==> config.mk <==
export PLATFORM = sky130hd
export DESIGN_NAME = program_counter_ras
export DESIGN_NICKNAME = d
export VERILOG_FILES = /design/src/rtl/program_counter_ras.sv
export SDC_FILE = /design/constraint.sdc
export NUM_CORES = 1
export LEC_CHECK = 0
export ABC_CLOCK_PERIOD_IN_PS = 8900
export CORE_AREA = 4 4 183 362
export DETAILED_ROUTE_END_ITERATION = 8
export DIE_AREA = 0 0 187 366
export PLACE_DENSITY_LB_ADDON = 0.2
export SKIP_LAST_GASP = 1
export SYNTH_ARGS = -nofsm -noshare
export SYNTH_HDL_FRONTEND = slang
export SYNTH_SLANG_ARGS = --single-unit
==> constraint.sdc <==
create_clock -name clock -period 8.9 [get_ports clock]
set_clock_uncertainty 0.1 [all_clocks]
set_input_delay 1.78 -clock clock [delete_from_list [all_inputs] [get_ports clock]]
set_output_delay 1.78 -clock clock [all_outputs]
set_load 0.02 [all_outputs]
==> src/rtl/program_counter_ras.sv <==
// LEGv8 fetch-stage program counter with stall, call/return and a circular return-address stack.
// PC is registered; PC4 and the RAS status flags are derived combinationally from registered state.
module program_counter_ras #(
    parameter int            N            = 64,
    parameter int            RAS_DEPTH    = 4,
    parameter logic [N-1:0]  RESET_VECTOR = '0
) (
    input  logic         clock,
    input  logic         reset,
    input  logic         stall,
    input  logic [2:0]   PS,
    input  logic [N-1:0] in,
    output logic [N-1:0] PC,
    output logic [N-1:0] PC4,
    output logic         ras_empty,
    output logic         ras_full,
    output logic         ras_ovf,
    output logic         ras_unf
);

    localparam int PW = $clog2(RAS_DEPTH);
    localparam int CW = $clog2(RAS_DEPTH + 1);

    localparam logic [CW-1:0] C_DEPTH = CW'(RAS_DEPTH);
    localparam logic [CW-1:0] C_ONE   = CW'(1);
    localparam logic [PW-1:0] P_ONE   = PW'(1);

    typedef enum logic [2:0] {
        PS_HOLD  = 3'b000,
        PS_SEQ   = 3'b001,
        PS_ABS   = 3'b010,
        PS_REL   = 3'b011,
        PS_RSV4  = 3'b100,
        PS_CALL  = 3'b101,
        PS_RET   = 3'b110,
        PS_RSV7  = 3'b111
    } ps_t;

    logic [N-1:0]  r_pc;
    logic [PW-1:0] r_top;
    logic [CW-1:0] r_count;
    logic          r_ovf;
    logic          r_unf;
    logic [N-1:0]  r_ras [RAS_DEPTH];

    ps_t           w_ps;
    logic [N-1:0]  w_pc4;
    logic [N-1:0]  w_off;
    logic [N-1:0]  w_align_in;
    logic          w_empty;
    logic          w_full;
    logic [N-1:0]  w_pc_next;
    logic [PW-1:0] w_top_next;
    logic [CW-1:0] w_count_next;
    logic          w_ovf_next;
    logic          w_unf_next;
    logic          w_push;

    assign w_ps       = ps_t'(PS);
    assign w_pc4      = r_pc + N'(4);
    assign w_off      = {in[N-3:0], 2'b00};
    assign w_align_in = {in[N-1:2], 2'b00};
    assign w_empty    = (r_count == '0);
    assign w_full     = (r_count == C_DEPTH);

    // NOTE: every output of this block gets a default first, so no path through the case can infer a latch.
    always_comb begin
        w_pc_next    = r_pc;
        w_top_next   = r_top;
        w_count_next = r_count;
        w_ovf_next   = r_ovf;
        w_unf_next   = r_unf;
        w_push       = 1'b0;
        if (!stall) begin
            case (w_ps)
                PS_SEQ:  w_pc_next = w_pc4;
                PS_ABS:  w_pc_next = w_align_in;
                PS_REL:  w_pc_next = r_pc + w_off;
                PS_CALL: begin
                    w_pc_next  = r_pc + w_off;
                    w_push     = 1'b1;
                    w_top_next = r_top + P_ONE;
                    // A full stack overwrites its oldest entry, which is the slot just past the top.
                    if (w_full) w_ovf_next   = 1'b1;
                    else        w_count_next = r_count + C_ONE;
                end
                PS_RET: begin
                    if (!w_empty) begin
                        w_pc_next    = r_ras[r_top];
                        w_top_next   = r_top - P_ONE;
                        w_count_next = r_count - C_ONE;
                    end else begin
                        w_pc_next  = w_align_in;
                        w_unf_next = 1'b1;
                    end
                end
                default: ;
            endcase
        end
    end

    // NOTE: sequential state uses non-blocking assignments so every register samples pre-edge values.
    always_ff @(posedge clock or negedge reset) begin
        if (!reset) begin
            r_pc    <= RESET_VECTOR;
            r_top   <= '0;
            r_count <= '0;
            r_ovf   <= 1'b0;
            r_unf   <= 1'b0;
        end else begin
            r_pc    <= w_pc_next;
            r_top   <= w_top_next;
            r_count <= w_count_next;
            r_ovf   <= w_ovf_next;
            r_unf   <= w_unf_next;
        end
    end

    // NOTE: stack entries are not reset; a zero count guarantees no stale entry is ever read.
    always_ff @(posedge clock) begin
        if (reset && w_push) r_ras[w_top_next] <= w_pc4;
    end

    assign PC        = r_pc;
    assign PC4       = w_pc4;
    assign ras_empty = w_empty;
    assign ras_full  = w_full;
    assign ras_ovf   = r_ovf;
    assign ras_unf   = r_unf;

endmodule
==> results.txt, run 1 <==
- The run finished with clean final reports.
- Summed over all instances, the cell type with the most area after synthesis is sky130_fd_sc_hd__edfxtp_1.
- Share of layout cells above drive strength 1: 0.104
- In the routed layout, each cell is associated on average with a via count of between 5 and 6.
* X dimension of the die: 187 µm
* Post-Place Setup Slack: around 3000 ps
- The via count of the first global-routing pass came to between 15,000 and 20,000.
- The H-tree was split into 2 levels.
- In the synthesized netlist the dominant register cell turns out to be sky130_fd_sc_hd__edfxtp_1.
- In this run the cell area of the synthesized design comes to about 19,000 µm².
* Area used by multi-input combinational logic: 8890 µm²
* Maximum number of buffers from clock root to sink: 3
* Max-slew headroom: 0.216
- Post_cts resized: 0
* Buffers inserted by post-CTS timing repair: 0
* Initial cell density of the core: 0.297
- Via count: between 10,000 and 15,000
- roughly 200 I/O pins were placed.
* Final setup violation count: 0
* Worst slack on hold paths: 380 ps
- The floorplan step defined a core boundary enclosing between 60,000 and 70,000 µm².
- The number of antenna violations at the first check in global routing was 4.
- Counting flops with a built-in enable in the synthesized netlist gives 256.
* DRC violations left: 0
* Syn Nets: ~1,800
* Number of nets still failing antenna checks after routing: 0
- Proportion of synthesized chip area in sequential cells: 0.501
- Total die area: between 60,000 and 70,000 µm²
- Tot GR Track Use: 0.205
- Data required time at the worst endpoint: roughly 7000 ps
- Reported leakage power: around 7.9 nW
- Post-synthesis instance total: 1,637
- The congestion estimate from routability-driven global placement came to 0.945.
- In the final routed layout, each cell accounts on average for ~28 µm.
* Residual overflow from global routing: 0
- Number of buffers added on ports: approximately 200
- Row count: between 100 and 150
* MaxCap Viol Count: 0
- For this block, the initial DRC count from the detailed router was 1,095.
* WL final: about 72 mm
- Pins over their slew limit: 0
* Hold WC Path Type: reg -> reg
- RSZ-0062 raised after global routing: false
* CTS Root Buffer Type: sky130_fd_sc_hd__clkbuf_16
- Dividing the final minimum period by the clock period gives 0.727.
* Clock tree from TritonCTS: built
- Setup crit start kind: flop
* Fill cell instance count of the final layout: 6,297
* Final worst setup slack: 2430 ps
* Sink Count: around 330
- The HPWL after detailed placement is approximately 53 mm.
- 1st-pass router iterations: 7
* Global-route wire length before repair: between 100 and 150 mm
- The die is roughly 370 µm tall.
- Top library cells by usage in the layout, fill and taps aside: 256 x sky130_fd_sc_hd__edfxtp_1, 200 x sky130_fd_sc_hd__clkdlybuf4s50_1, 130 x sky130_fd_sc_hd__nand2_1
- After the last flow step, the layout net total stands at approximately 1,900.
* Power per cell area: ~310 nW/µm²
- Count of different cell masters after synthesis: 90
- Total of warnings raised by yosys: 0
* Pin count of the biggest net entering global routing: between 60 and 70
- IR analysis of the VDD net gives a maximum drop of ~150 µV.
- Fraction of registers with async set or reset after synthesis: 0.217
- Footprint of the flip-flops and latches: ~9500 µm²
- The worst setup path is captured at a primary output.
- The worst setup path is of the reg -> out kind.
- Top fanout value on the critical path: 7
* Cell types occupying the most area after synthesis: sky130_fd_sc_hd__edfxtp_1 41%, sky130_fd_sc_hd__dfrtp_1 9.4%, sky130_fd_sc_hd__mux4_2 7.5%
- Total clock buffers created by CTS: 35
- For the pin with the worst max-slew slack, the measured transition is ~1200 ps.
- Area share of the largest cell type after synthesis: 0.407
* Setup Total Neg Slack: 0 ps
- In this run, synthesis produced a sequential element count of approximately 330.
- Most common cell after layout, fill and taps aside: sky130_fd_sc_hd__edfxtp_1
- Maximum clock frequency: roughly 0.15 GHz
- Final Hold Violating Endpoints: 0
- For the worst-skew pair, the clock arrives at the later sink with an insertion delay of roughly 570 ps.
- The clock period could shrink to 6470 ps.
- Data on the critical path arrives at its endpoint at between 4000 and 5000 ps.
* Mean area per synthesized cell: roughly 12 µm²
- Synthesis-to-finish area growth: 21.2%
* Final Total Pwr: 7.16 mW
- CTS clk-pin slew, worst paths: 70 ps
* Count of hold-fix buffers inserted at cts: 0
registers in the layout, summed over array words and instances (netlist names):
register / count
PC: 64
r_count: 3
r_ras: 256
r_top: 2
ras_ovf: 1
ras_unf: 1
cell families after synthesis:
logic type	Yosys count	share of synthesized area
AOI/OAI and AO/OA	463	0.166
buffers and inverters	141	0.0319
muxes	67	0.0781
xor gates and xnor gates	107	0.0496
adders and majority gates	64	0.0432
DFF	327	0.501
and+or+nand+nor	468	0.130
final timing paths:
path	to	slack [ps]	from	depth (start not counted)
worst max register to register	PC[62]$_DFFE_PN0P_	4750	PC[2]$_DFFE_PN0P_	11
min in group asynchronous	PC[52]$_DFFE_PN0P_	1000	reset	1
worst min register to register	ras_unf$_DFFE_PN0P_	380	ras_unf$_DFFE_PN0P_	2
worst min-delay path	ras_unf$_DFFE_PN0P_	380	ras_unf$_DFFE_PN0P_	2
max in group asynchronous	PC[30]$_DFFE_PN0P_	6400	reset	2
worst max-delay path	PC4[40]	2430	PC[3]$_DFFE_PN0P_	7
area by class of cell:
type                    count  area share
inverters                  40     0.00656
clock buffers              46      0.0423
clock inverters            18     0.00984
multi-input cells        1169       0.389
well taps                 798      0.0436
repair buffers            222      0.0947
diodes                      2    0.000219
flip-flops and latches    327       0.414
where the power goes:
| group | internal (mW) | switching (mW) |
|---|---|---|
| clock network | 0.893 | 0.662 |
| registers | 1.92 | 0.369 |
| logic | 1.34 | 1.97 |
| total | 4.16 | 3.00 |
synthesized netlist by cell type, types with 5 or more instances:
master	count
sky130_fd_sc_hd__edfxtp_1	256
sky130_fd_sc_hd__nand2_1	130
sky130_fd_sc_hd__a21oi_1	124
sky130_fd_sc_hd__nor2_1	114
sky130_fd_sc_hd__o21ai_0	79
sky130_fd_sc_hd__dfrtp_1	71
sky130_fd_sc_hd__clkbuf_1	67
sky130_fd_sc_hd__mux4_2	63
sky130_fd_sc_hd__ha_1	62
sky130_fd_sc_hd__xnor2_1	60
sky130_fd_sc_hd__xor2_1	47
sky130_fd_sc_hd__inv_1	40
sky130_fd_sc_hd__a221oi_1	39
sky130_fd_sc_hd__nand4_1	36
sky130_fd_sc_hd__nor3_1	35
sky130_fd_sc_hd__nand3_1	34
sky130_fd_sc_hd__a21o_1	31
sky130_fd_sc_hd__a31oi_1	26
sky130_fd_sc_hd__and3_1	25
sky130_fd_sc_hd__a221o_1	24
sky130_fd_sc_hd__buf_2	22
sky130_fd_sc_hd__o21a_1	19
sky130_fd_sc_hd__o21bai_1	17
sky130_fd_sc_hd__o211ai_1	14
sky130_fd_sc_hd__a211oi_1	10
sky130_fd_sc_hd__nand3b_1	10
sky130_fd_sc_hd__and4_1	9
sky130_fd_sc_hd__a22oi_1	7
sky130_fd_sc_hd__and2_1	7
sky130_fd_sc_hd__nand2b_1	7
sky130_fd_sc_hd__nor4_1	7
sky130_fd_sc_hd__o22ai_1	7
sky130_fd_sc_hd__o31ai_1	7
sky130_fd_sc_hd__nor2b_1	6
sky130_fd_sc_hd__or3_1	6
sky130_fd_sc_hd__a21boi_0	5
sky130_fd_sc_hd__a22o_1	5
sky130_fd_sc_hd__buf_1	5
sky130_fd_sc_hd__or2_2	5
through the flow:
| step | instances | util | instance area [µm²] |
|---|---|---|---|
| after floorplan | 1637 | - | 18900 |
| after global placement | 2556 | 0.341 | 21700 |
| after detailed placement | 2556 | 0.341 | 21700 |
| after CTS | 2620 | 0.360 | 22900 |
| after global routing | 2620 | 0.360 | 22900 |
| final | 2622 | 0.360 | 22900 |
layer usage:
layer,wire length [µm],up-vias,part of all wire,global-route usage
li1,-,6693,-,-
met1,26500,7465,0.37,0.224
met2,37900,494,0.52,0.376
met3,3680,154,0.051,0.0338
met4,4150,4,0.057,0.106
met5,27,-,0.00037,0
critical path: stages (launching register included):
cell and delay (ps):
sky130_fd_sc_hd__dfrtp_1 510, sky130_fd_sc_hd__ha_1 450, sky130_fd_sc_hd__nand4_4 320, sky130_fd_sc_hd__or3_4 500, sky130_fd_sc_hd__nor3_1 550, sky130_fd_sc_hd__and3_1 310, sky130_fd_sc_hd__xor2_1 660, sky130_fd_sc_hd__clkdlybuf4s50_1 750
No activity file was read; power rests on OpenSTA's default activity.
==> inputs of run 2 (changes only) <==
--- a/config.mk
+++ b/config.mk
@@ -5,7 +5,7 @@
 export SDC_FILE = /design/constraint.sdc
 export NUM_CORES = 1
 export LEC_CHECK = 0
-export ABC_CLOCK_PERIOD_IN_PS = 8900
+export ABC_CLOCK_PERIOD_IN_PS = 5200
 export CORE_AREA = 4 4 183 362
 export DETAILED_ROUTE_END_ITERATION = 8
 export DIE_AREA = 0 0 187 366
==> constraint.sdc (replaced) <==
create_clock -name clock -period 5.2 [get_ports clock]
set_clock_uncertainty 0.1 [all_clocks]
set_input_delay 1.04 -clock clock [delete_from_list [all_inputs] [get_ports clock]]
set_output_delay 1.04 -clock clock [all_outputs]
set_load 0.02 [all_outputs]
==> run 2 against run 1 <==
- final area increased by 2.7%
- first-iteration DRC count decreased by 11%
- register-to-register slack got worse by 3700 ps
- power increased by 74%
- flip-flop and latch count unchanged
==> results.txt, run 2 (synthesis results as in run 1) <==
- The ratio of routed vias to standard cells is 5.63 (-0.34%).
* Number of DRC markers in iteration 0: 978 (-11%)
- The logic depth of the worst path, buffers included is 8 (+1).
- Pin count of the biggest net entering global routing: 49 (-25%)
- The setup slack of the worst register-to-register path is 1070 ps (-3680 ps).
- The largest fanout on the critical path was 8 (+1).
* Placer congestion estimate: 0.957 (+1.3%)
* Worst IR drop on VDD: 300 µV (+110%)
- The library cell used most frequently in the layout, excluding fill and tap cells, is sky130_fd_sc_hd__edfxtp_1.
* Worst slack on hold paths: 307 ps (-73.2 ps)
- Maximum clock frequency: approximately 0.2 GHz
- Number of levels in the clock H-tree: 2 (unchanged)
- The width of the die was 187 µm (unchanged).
* CTS Root Buffer Type: sky130_fd_sc_hd__clkbuf_16
- Sink Count: 327 (unchanged)
- Final setup violation count: 0 (unchanged)
- Setup crit start kind: flop
- The static leakage is 8.28 nW (+4.3%).
* CTS clk-pin slew, worst paths: 60 ps (about the same)
- The data required time at the worst endpoint is 4060 ps (-2960 ps).
- The vertical extent of the die was 366 µm (unchanged).
- The run finished with clean final reports.
- Cell-by-cell listing of the critical path: and4_4, and4b_1, nand4_1, or2_2, nor4_4, xor2_1, buf_4, clkdlybuf4s50_1
- The max-slew violation total from the final report came to 0 (unchanged).
- Hold WC Path Type: in -> async
- The HPWL after detailed placement was 57.6 mm (+8.8%).
* RSZ-0062 raised after global routing: true
- Endpoint kind of the worst setup timing path: primary output
- Worst-Skew Late Latency: 570 ps (about the same)
* Largest stage delay on the critical path: 610 ps (-140 ps)
- Finished Core Util: 0.370 (+0.00982)
- Max-slew headroom: 0.330 (+0.115)
* R2r worst-path depth: 11 (unchanged)
- The via count of the first global-routing pass is 15,949 (+1.5%).
- TritonCTS built the clock tree.
- The worst setup path is of the reg -> out kind.
- Initial cell density of the core: 0.297 (unchanged)
* Cell area reported after detailed placement: 22,300 µm² (+2.8%)
- The site row count was 131 (unchanged).
* Tot GR Track Use: 0.215 (+0.00995)
- The final number of hold-violating endpoints was 0 (unchanged).
- The buffering stage count on the worst path with inverters included came to 2 (+1).
- The total power after layout was 12.5 mW (+74%).
- 1st-pass router iterations: 5 (-2)
- The area of all placed cells without fillers is 23,500 µm² (+2.7%).
* Global-route wire length before repair: 110 mm (+4.0%)
* Data arrival time of the worst path: 3960 ps (-630 ps)
- Buffers inserted by post-CTS timing repair: 0 (unchanged)
* Synthesis-to-finish area growth: 24.5%
- Cell family with the largest share of critical-path delay: simple AND/OR/NAND/NOR gates
* Reg2Reg Capture Point: PC[50]$_DFFE_PN0P_
* Routed wire length per instance: 28.2 µm (+2.3%)
* Total clock buffers created by CTS: 34 (-2.9%)
- The floorplan die area is 68,400 µm² (unchanged).
* Shortest clock period the worst path allows after layout: just over 5000 ps
- Number of buffers added on ports: 201 (unchanged)
- The total I/O pin count is 202 (unchanged).
* CP max stage cell: sky130_fd_sc_hd__clkdlybuf4s50_1
* WL final: 75.3 mm (+4.2%)
* Top library cells by usage in the layout, fill and taps aside: 256 x sky130_fd_sc_hd__edfxtp_1, 196 x sky130_fd_sc_hd__clkdlybuf4s50_1, 130 x sky130_fd_sc_hd__nand2_1
- Worst R2R Start: PC[2]$_DFFE_PN0P_
- Startpoint of the most critical setup path: PC[4]$_DFFE_PN0P_
* Maximum number of buffers from clock root to sink: 3 (unchanged)
- The actual slew at the worst max-slew pin was 995 ps (-181 ps).
- Register bank with the most flops: r_ras
- Of the available clock period, the critical path in the final layout requires 0.981.
- Residual overflow from global routing: 0 (unchanged)
* Number of flip-flops in the largest register: 256 (unchanged)
* Number of nets still failing antenna checks after routing: 0 (unchanged)
- Via count: 15,036 (+1.5%)
- Initial antenna violation count: 2 (-2)
* Power per cell area: 530 nW/µm² (+69%)
- Core Area: 63,600 µm² (unchanged)
* # nets final: 1,982 (+2.7%)
- MaxCap Viol Count: 0 (unchanged)
* DRC violations left: 0 (unchanged)
* Share of layout cells above drive strength 1: 0.133 (+0.0293)
==> run 2: layout make-up <==
cell class,instances,area (µm²)
Inverter,40,150
Tap cell,798,998
Clock inverter,15,198
Fill cell,6299,40100
Sequential cell,327,9470
Timing Repair Buffer,276,2750
Clock buffer,45,976
Antenna cell,1,2.50
Multi-Input combinational cell,1169,8950
==> run 2: worst reg2reg max path: stages (launching register included) <==
cell	delay, ps
sky130_fd_sc_hd__dfrtp_1	480
sky130_fd_sc_hd__ha_1	270
sky130_fd_sc_hd__fa_1	430
sky130_fd_sc_hd__a21o_1	210
sky130_fd_sc_hd__a221oi_1	490
sky130_fd_sc_hd__o2111ai_1	280
sky130_fd_sc_hd__and3_1	260
sky130_fd_sc_hd__o211ai_1	430
sky130_fd_sc_hd__nand3_1	360
sky130_fd_sc_hd__a32oi_1	380
sky130_fd_sc_hd__mux2i_1	230
sky130_fd_sc_hd__o211ai_1	100
==> run 2: routing by layer <==
metal | wire [µm] | GRT usage | vias to the layer above
met1 | 27600 | 0.233 | 7634
met2 | 40900 | 0.410 | 471
met4 | 3580 | 0.0937 | 2
li1 | - | - | 6788
met3 | 3170 | 0.0304 | 141
met5 | 7 | 0 | -
==> run 2: timing repair <==
action / 4_1_cts / 5_1_grt
hold buffers: 0 / 0
resized for setup: 8 / 4
pin swaps: 0 / 0
endpoints found under the setup margin: 7 / 7
endpoints found under the hold margin: 0 / 0
==> run 2: through the flow <==
stage | setup WS [ps] | instances | setup TNS [ps]
2_1_floorplan | 160 | 1637 | 0
3_3_place_gp | 208 | 2610 | 0
3_5_place_dp | 210 | 2610 | 0
4_1_cts | 8.74 | 2670 | 0
5_1_grt | -66.8 | 2670 | -95.6
6_report | 96.3 | 2671 | 0
==> run 2: power by group <==
group          leakage (nW)  internal [mW]  switching [mW]
sequential             3.10           3.29           0.642
combinational          4.62           2.42            3.47
clock                 0.559           1.53            1.11
total                  8.28           7.24            5.22
==> run 2: worst max path at each step <==
stage	slack (ps)	to
2_1_floorplan	160	r_ras[1][0]$_DFFE_PP_
3_3_place_gp	210	PC[57]$_DFFE_PN0P_
3_5_place_dp	210	PC[57]$_DFFE_PN0P_
4_1_cts	9	PC4[63]
5_1_grt	-70	PC4[38]
6_report	100	PC4[61]
